[src/rtl/add_nbit_serial.sv]
// ---------------------------------------------------------------------------
// add_nbit_serial -- bit-serial N-bit adder with valid/ready handshakes.
//
// One full-adder cell, reused once per clock, produces one sum bit per cycle
// starting at the LSB. A DATA_WIDTH-bit add therefore takes DATA_WIDTH cycles
// in CALC. The finished result is held in DONE until downstream accepts it.
//
// Ports
//   i_clk    : clock, rising-edge active
//   i_rst_n  : synchronous active-low reset
//   i_vld    : operands valid (accepted only in IDLE)
//   o_rdy    : high in IDLE (can accept operands)
//   i_num_a  : operand A
//   i_num_b  : operand B
//   i_cry    : carry into bit 0
//   o_vld    : result valid (DONE)
//   i_rdy    : downstream accepts result
//   o_res    : A + B + i_cry mod 2^DATA_WIDTH
//   o_cry    : carry out of bit DATA_WIDTH-1
//   o_busy   : high while in CALC
//   o_ovf    : signed overflow, only when ADD_SERIAL_OVF_EN is defined
//
// Configuration macro: ADD_SERIAL_OVF_EN adds the o_ovf port and its register.
// ---------------------------------------------------------------------------

module add_01bit_full (
  input  logic i_num_a,
  input  logic i_num_b,
  input  logic i_cry,
  output logic o_res,
  output logic o_cry
);
  assign o_res = i_num_a ^ i_num_b ^ i_cry;
  assign o_cry = (i_num_a & i_num_b) | (i_cry & (i_num_a ^ i_num_b));
endmodule

module add_nbit_serial #(
  parameter int DATA_WIDTH = 8
) (
  input  logic                  i_clk,
  input  logic                  i_rst_n,
  input  logic                  i_vld,
  output logic                  o_rdy,
  input  logic [DATA_WIDTH-1:0] i_num_a,
  input  logic [DATA_WIDTH-1:0] i_num_b,
  input  logic                  i_cry,
  output logic                  o_vld,
  input  logic                  i_rdy,
  output logic [DATA_WIDTH-1:0] o_res,
  output logic                  o_cry,
`ifdef ADD_SERIAL_OVF_EN
  output logic                  o_ovf,
`endif
  output logic                  o_busy
);

  localparam int CNT_W = (DATA_WIDTH > 1) ? $clog2(DATA_WIDTH) : 1;
  localparam logic [CNT_W-1:0] LAST_BIT = CNT_W'(DATA_WIDTH - 1);

  typedef enum logic [1:0] {
    S_IDLE = 2'd0,
    S_CALC = 2'd1,
    S_DONE = 2'd2
  } state_t;

  state_t                state_q, state_d;
  logic [CNT_W-1:0]      cnt_q, cnt_d;
  logic [DATA_WIDTH-1:0] a_q, a_d;
  logic [DATA_WIDTH-1:0] b_q, b_d;
  logic [DATA_WIDTH-1:0] sh_q, sh_d;     // result shift register, fills MSB-first
  logic                  cry_q, cry_d;   // running carry between bit slices
  logic [DATA_WIDTH-1:0] res_q, res_d;   // delivered result, held between adds
  logic                  cout_q, cout_d; // delivered carry-out
`ifdef ADD_SERIAL_OVF_EN
  logic                  ovf_q, ovf_d;
`endif

  logic                  fa_sum;
  logic                  fa_cry;
  logic                  last_bit;
  logic [DATA_WIDTH:0]   sh_ext;
  logic [DATA_WIDTH-1:0] sh_next;

  add_01bit_full u_fa (
    .i_num_a (a_q[0]),
    .i_num_b (b_q[0]),
    .i_cry   (cry_q),
    .o_res   (fa_sum),
    .o_cry   (fa_cry)
  );

  assign last_bit = (cnt_q == LAST_BIT);
  // Widen before shifting so DATA_WIDTH=1 needs no special-case slice.
  assign sh_ext   = {fa_sum, sh_q};
  assign sh_next  = sh_ext[DATA_WIDTH:1];

  // State and datapath registers
  always_ff @(posedge i_clk) begin
    if (!i_rst_n) begin
      state_q <= S_IDLE;
      cnt_q   <= '0;
      a_q     <= '0;
      b_q     <= '0;
      sh_q    <= '0;
      cry_q   <= 1'b0;
      res_q   <= '0;
      cout_q  <= 1'b0;
`ifdef ADD_SERIAL_OVF_EN
      ovf_q   <= 1'b0;
`endif
    end else begin
      state_q <= state_d;
      cnt_q   <= cnt_d;
      a_q     <= a_d;
      b_q     <= b_d;
      sh_q    <= sh_d;
      cry_q   <= cry_d;
      res_q   <= res_d;
      cout_q  <= cout_d;
`ifdef ADD_SERIAL_OVF_EN
      ovf_q   <= ovf_d;
`endif
    end
  end

  // Next-state logic
  always_comb begin
    state_d = state_q;
    case (state_q)
      S_IDLE:  if (i_vld)    state_d = S_CALC;
      S_CALC:  if (last_bit) state_d = S_DONE;
      S_DONE:  if (i_rdy)    state_d = S_IDLE;
      default:               state_d = S_IDLE;
    endcase
  end

  // Datapath next values
  always_comb begin
    cnt_d  = cnt_q;
    a_d    = a_q;
    b_d    = b_q;
    sh_d   = sh_q;
    cry_d  = cry_q;
    res_d  = res_q;
    cout_d = cout_q;
`ifdef ADD_SERIAL_OVF_EN
    ovf_d  = ovf_q;
`endif
    case (state_q)
      S_IDLE: begin
        if (i_vld) begin
          a_d   = i_num_a;
          b_d   = i_num_b;
          cry_d = i_cry;
          cnt_d = '0;
        end
      end
      S_CALC: begin
        a_d   = a_q >> 1;
        b_d   = b_q >> 1;
        sh_d  = sh_next;
        cry_d = fa_cry;
        cnt_d = cnt_q + CNT_W'(1);
        // Publish the result only once complete so o_res never shows a
        // partially shifted value.
        if (last_bit) begin
          res_d  = sh_next;
          cout_d = fa_cry;
`ifdef ADD_SERIAL_OVF_EN
          // On the MSB slice cry_q is the carry into bit DATA_WIDTH-1.
          ovf_d  = cry_q ^ fa_cry;
`endif
        end
      end
      default: ;
    endcase
  end

  // Outputs
  always_comb begin
    o_rdy  = 1'b0;
    o_vld  = 1'b0;
    o_busy = 1'b0;
    case (state_q)
      S_IDLE:  o_rdy  = 1'b1;
      S_CALC:  o_busy = 1'b1;
      S_DONE:  o_vld  = 1'b1;
      default: ;
    endcase
  end

  assign o_res = res_q;
  assign o_cry = cout_q;
`ifdef ADD_SERIAL_OVF_EN
  assign o_ovf = ovf_q;
`endif

endmodule

[config.mk]
export PLATFORM = sky130hd
export DESIGN_NAME = add_nbit_serial
export DESIGN_NICKNAME = d
export VERILOG_FILES = /design/src/rtl/add_nbit_serial.sv
export SDC_FILE = /design/constraint.sdc
export NUM_CORES = 1
export LEC_CHECK = 0
export BUFFER_PORTS_ARGS = -buffer_cell sky130_fd_sc_hd__buf_2
export CORE_MARGIN = 2
export CORE_UTILIZATION = 53
export CTS_CLUSTER_SIZE = 30
export DETAILED_ROUTE_END_ITERATION = 8
export PLACE_DENSITY = 0.85
export SETUP_SLACK_MARGIN = 0.05
export SYNTH_ARGS = -nofsm -noshare
export SYNTH_HDL_FRONTEND = slang
export SYNTH_SLANG_ARGS = --single-unit
export TNS_END_PERCENT = 10
[constraint.sdc]
create_clock -name i_clk -period 1.9 [get_ports i_clk]
set_input_delay 0 -clock i_clk [delete_from_list [all_inputs] [get_ports i_clk]]
set_output_delay 0 -clock i_clk [all_outputs]
set_load 0.02 [all_outputs]
* After elaboration in Yosys (flattened, before gate mapping)
Cells that the tools add are included.
** Storage, ports and cells
- Register bits :: 39
- Bits in latches :: 0
- RAM bits :: 0
- Bits in read-only memories :: 0
- Input port bits :: 21
- Output and inout port bits :: 12
- Logic and storage cells :: 40
- Memories kept :: 0
** Cells by class
- $add $sub $neg :: 1
- Multiply operators :: 0
- Div/mod/pow operators :: 0
- Magnitude comparators :: 0
- Equal/unequal tests :: 6
- Shift-type cells :: 0
- Multiplexer cells :: 15
- Bitwise operators :: 5
- Reduce and logical (&&, ||, !) cells :: 5
** Operators by type and width (number)
- $pmux 8 s2 :: 2
- $mux 8 :: 2
- $mux 2 :: 3
- $ne 2x2->1 const B :: 3
- $pmux 2 s3 :: 1
- $pmux 3 s2 :: 1
- $mux 1 :: 4
- $reduce_and 2->1 :: 2
- $add 3x1->3 const B :: 1
- $eq 3x3->1 const B :: 1
- $mux 3 :: 1
- $reduce_and 3->1 :: 1
- $and 1x1->1 :: 2
- $eq 2x1->1 const B :: 1
- $eq 2x2->1 const B :: 1
- $logic_not 2->1 :: 1
- $pmux 1 s2 :: 1
- $reduce_bool 2->1 :: 1
- $xor 1x1->1 :: 2
- $or 1x1->1 :: 1

* Logic depth before layout (Yosys ltp)
- Depth after elaboration :: 4
- Depth in mapped cells :: 6
- Mapped depth without buffers :: 5

* Modules after synthesis
From an unflattened synthesis, not the netlist that was laid out.
** Unflattened totals
- Cell total of the unflattened synthesis :: 172
- Area total of the unflattened synthesis :: 1605.3 um2
** By module, submodules not included
- add_nbit_serial :: instances 1, cells each 171, area an instance 1585.3 um2, sequential area each 760.7 um2
- add_01bit_full :: instances 1, cells each 1, area an instance 20.0 um2, sequential area each 0.0 um2

* Least setup slack after synthesis
No wires, ideal clock.
- Path kind :: reg-to-reg
- Start :: register state_q[0]
- End :: register a_q[0]
- Setup time :: 0.117 ns
- Arrival time :: 1.229 ns
- Required time :: 1.783 ns
- Slack :: 0.554 ns
- Cell stages (with the launch flop) :: 7
- Path buffers :: 3
- Clock period less this slack :: 1.346 ns
- Cells stage by stage :: dfxtp_1 > buf_6 > or3b_1 > buf_2 > buf_6 > o221ai_2 > nor2_1
** On the way
- Longest elaborated chain between the ends :: 3
- Elaborated cells between the ends (all ways) :: 6
- Those cells by class :: eq/ne: 2; mux: 1; reduce/logical: 3
** RTL lines
- start, declared :: RTL line 66 : state_t state_q, state_d;
- start signal, assigned :: RTL line 112 : state_q <= state_d;
- $eq 2x1->1 or $logic_not 2->1 (tied branches) :: RTL line 149 : case (state_q)
- $reduce_bool 2->1 (no source line) or $ne 2x2->1 (tied branches)
- $reduce_and 2->1 (no source line)
- end signal, assigned :: RTL line 102 : a_q <= '0;
- end signal, assigned :: RTL line 114 : a_q <= a_d;
- end, declared :: RTL line 68 : logic [DATA_WIDTH-1:0] a_q, a_d;
Parallel ways exist; a longest one is shown, timed or not.
A chain may end at the register's enable or synchronous reset.

* Final worst setup path
- Start :: register state_q[0]
- End :: output o_busy
** On the way
- Longest elaborated chain between the ends :: 2
** RTL lines
- $eq 2x1->1 :: RTL line 184 : case (state_q)
- $mux 1 :: RTL line 184
- end, declared :: RTL line 54 : output logic o_busy
Every way passes these cells.

==> results.md <==
- Register bit total from synthesis: 38
- Max Cap Violations: 0
- DR vias/cell: 5.51
- Initial antenna violation count: 0
- CTS sink count: 38
- Highest-count cells in the layout ignoring fill and taps: 38 x dfxtp_1, 32 x buf_2, 31 x nor2_1, 24 x nand2_1, 18 x dlygate4sd3_1
- WL/cell: approximately 14 um
- Total global routing overflow: 0
- Hold slack: approximately 12 ps
- Area of the multi-input gates: 761 um2
- RePlAce Congestion: 0.773
- H-tree levels: 2
- Fill count: 222
- FF+latch area: 761 um2
- Post-Syn Area: 0.00161 mm2
- Core area: 0.00281 mm2
- Synth area leaders: dfxtp_1 47%, o221ai_2 9.4%, a21boi_0 8.0%
- Final WL: 3.41 mm
- Largest net degree at the start of global routing: 39
- Setup Buffers After CTS: 0
- P per Cell Area: between 700 and 800 mW/mm2
- Worst slew pin tran: 729 ps
- Min Tclk post-route: 1640 ps
- Worst hold path type: input pin to register
- Share of cells above drive strength 1: between 20 and 25%
- RSZ-0062 raised after global routing: false
- First-pass GRT wire length: 5.62 mm
- Pleak: 0.784 nW
- Ports: 33
- Setup Total Neg Slack: 0 ps
- Layout area overhead: 22.1%
- Synth top area share: 47.4%
- DRC errors left: 0
- Post-synth top area cell: dfxtp_1
- Mean post-synth cell area: 9.33 um2
- Number of flops mapped to enable cells by yosys: 0
- Cell variety after synth: 23
- Dpl hpwl: 2.21 mm
- Fin. max-slew vios: 0
- Overall routing resource usage: 21.6%
- CTS max path bufs: 2
- Vias in the first global route: 1318
- Status: finished, final reports clean
- Commonest non-fill, non-tap cell in the layout: dfxtp_1
- Total number of yosys warnings: 0
- Crit-path max FO: 20
- NumNets Final: 240
- Antenna-violating nets left: 0
- Setup CP Type: register to output pin
- Cts bufs inserted: 5
- Die H: 59.0 um
- Critical Path RT: roughly 1900 ps
- Clk root buf: clkbuf_4
- Ant. Diodes: 0
- Worst slew margin: 51.4%
- Hold Fails Final Rpt: 0
- Iteration count of the initial detailed-routing pass: 4
- Critical Path End Type: output pin
- Worst setup SP type: register
- Fmax: just over 600 MHz
- Placement Rows: 19
- Clock latency at the later pin of the worst-skew pair: ~340 ps
- Port bufs: 32
- Final worst-path cycle share: 86.3%
- Initial core utilization: roughly 57%
- Register area share after synthesis: 47.4%
- Crit path arrival time: between 1500 and 2000 ps
- Synth Flop Type: dfxtp_1
- Ys async rst share: 0%
- Clock Skews: a little under 10 ps
- Starting DRT DRC Count: 34
- Die width: around 60 um
- Final setup fails: 0
- Peak supply drop: between 0.0004 and 0.0005 V
- CTS tree: yes
- Synthesized Nets: 196
- Reg clk slew, reported paths: 100 ps
- Syn Inst Count: 172
- Via count: 1362
- Die area: ~0.0035 mm2
==> timing repair <==
item                                   4_1_cts  5_1_grt
endpoints found under the hold margin       18        0
resized for setup                            0        0
hold buffers                                18        0
==> layout make-up <==
cell class	count	share of cell area (%)
well taps	31	1.98
inverters	2	0.383
multi-input cells	118	38.8
flip-flops and latches	38	38.8
clock buffers	7	2.30
repair buffers	51	17.7
==> path summary, 6_finish.rpt <==
path / to / from / cells past startpoint / slack [ps]
setup reg to reg: o_res[7]$_SDFFE_PN0P_ / cnt_q[0]$_SDFFE_PN0P_ / 5 / 270
hold / removal: state_q[0]$_SDFFE_PN0P_ / i_vld / 3 / 10
setup / recovery: o_busy / state_q[0]$_SDFFE_PN0P_ / 3 / 260
hold reg to reg: o_res[2]$_SDFFE_PN0P_ / o_res[2]$_SDFFE_PN0P_ / 2 / 460
==> kinds of logic (layout without fill, tap and decap cells) <==
| logic type | count (synthesis) | in the layout | synth area share, % |
|---|---|---|---|
| AND/OR/NAND/NOR | 75 | 75 | 20.3 |
| multiplexers | 1 | 1 | 0.624 |
| flip-flops | 38 | 38 | 47.4 |
| adder cells (fa/ha/maj) | 3 | 3 | 2.81 |
| buffers and inverters | 16 | 60 | 5.22 |
| AO/OA/AOI/OAI | 39 | 39 | 23.6 |
==> through the flow <==
stage               utilization (%)  power, mW  std cells  setup slack, ps  instance area (um2)
floorplan                         -       1.01        172              554                 1610
global placement               61.9       1.04        222              374                 1740
detailed placement             61.9       1.05        222              280                 1740
CTS                            69.9       1.45        247              250                 1960
global route                   69.9       1.51        247              101                 1960
finish                         69.9       1.43        247              260                 1960
==> Yosys cell counts (all sizes together), types with 2 or more instances <==
master	n
nand3	9
o221ai	15
nor3b	2
a22oi	4
nand2	24
clkbuf	5
a21boi	17
buf	9
nor2	31
inv	2
ha	2
nor2b	5
nand2b	2
dfxtp	38
==> worst max-delay path, cell delays in order (launching register included) <==
cell and delay (ps):
dfxtp_1 510, nand2b_1 120, inv_1 410, buf_2 260
==> layer usage <==
metal  share of wire, %  GRT usage [%]  up-vias
met4                2.8           10.7        0
met3                3.6           6.33        9
met2                 51           37.5       32
li1                   -              -      683
met1                 43           24.1      638
met5                  0              0        -
==> flip-flops by register name, indices dropped and copies added, names as in the netlist <==
name and flops:
o_cry 1, b_q 8, cry_q 1, o_res 8
state_q 2, cnt_q 3, a_q 8, sh_q 7
==> power by group <==
| group | internal (mW) | total, mW | switching, mW |
|---|---|---|---|
| clock network | 0.140 | 0.369 | 0.230 |
| registers | 0.836 | 0.865 | 0.0296 |
| logic | 0.0973 | 0.198 | 0.101 |
(Power assumes the default switching activity.)
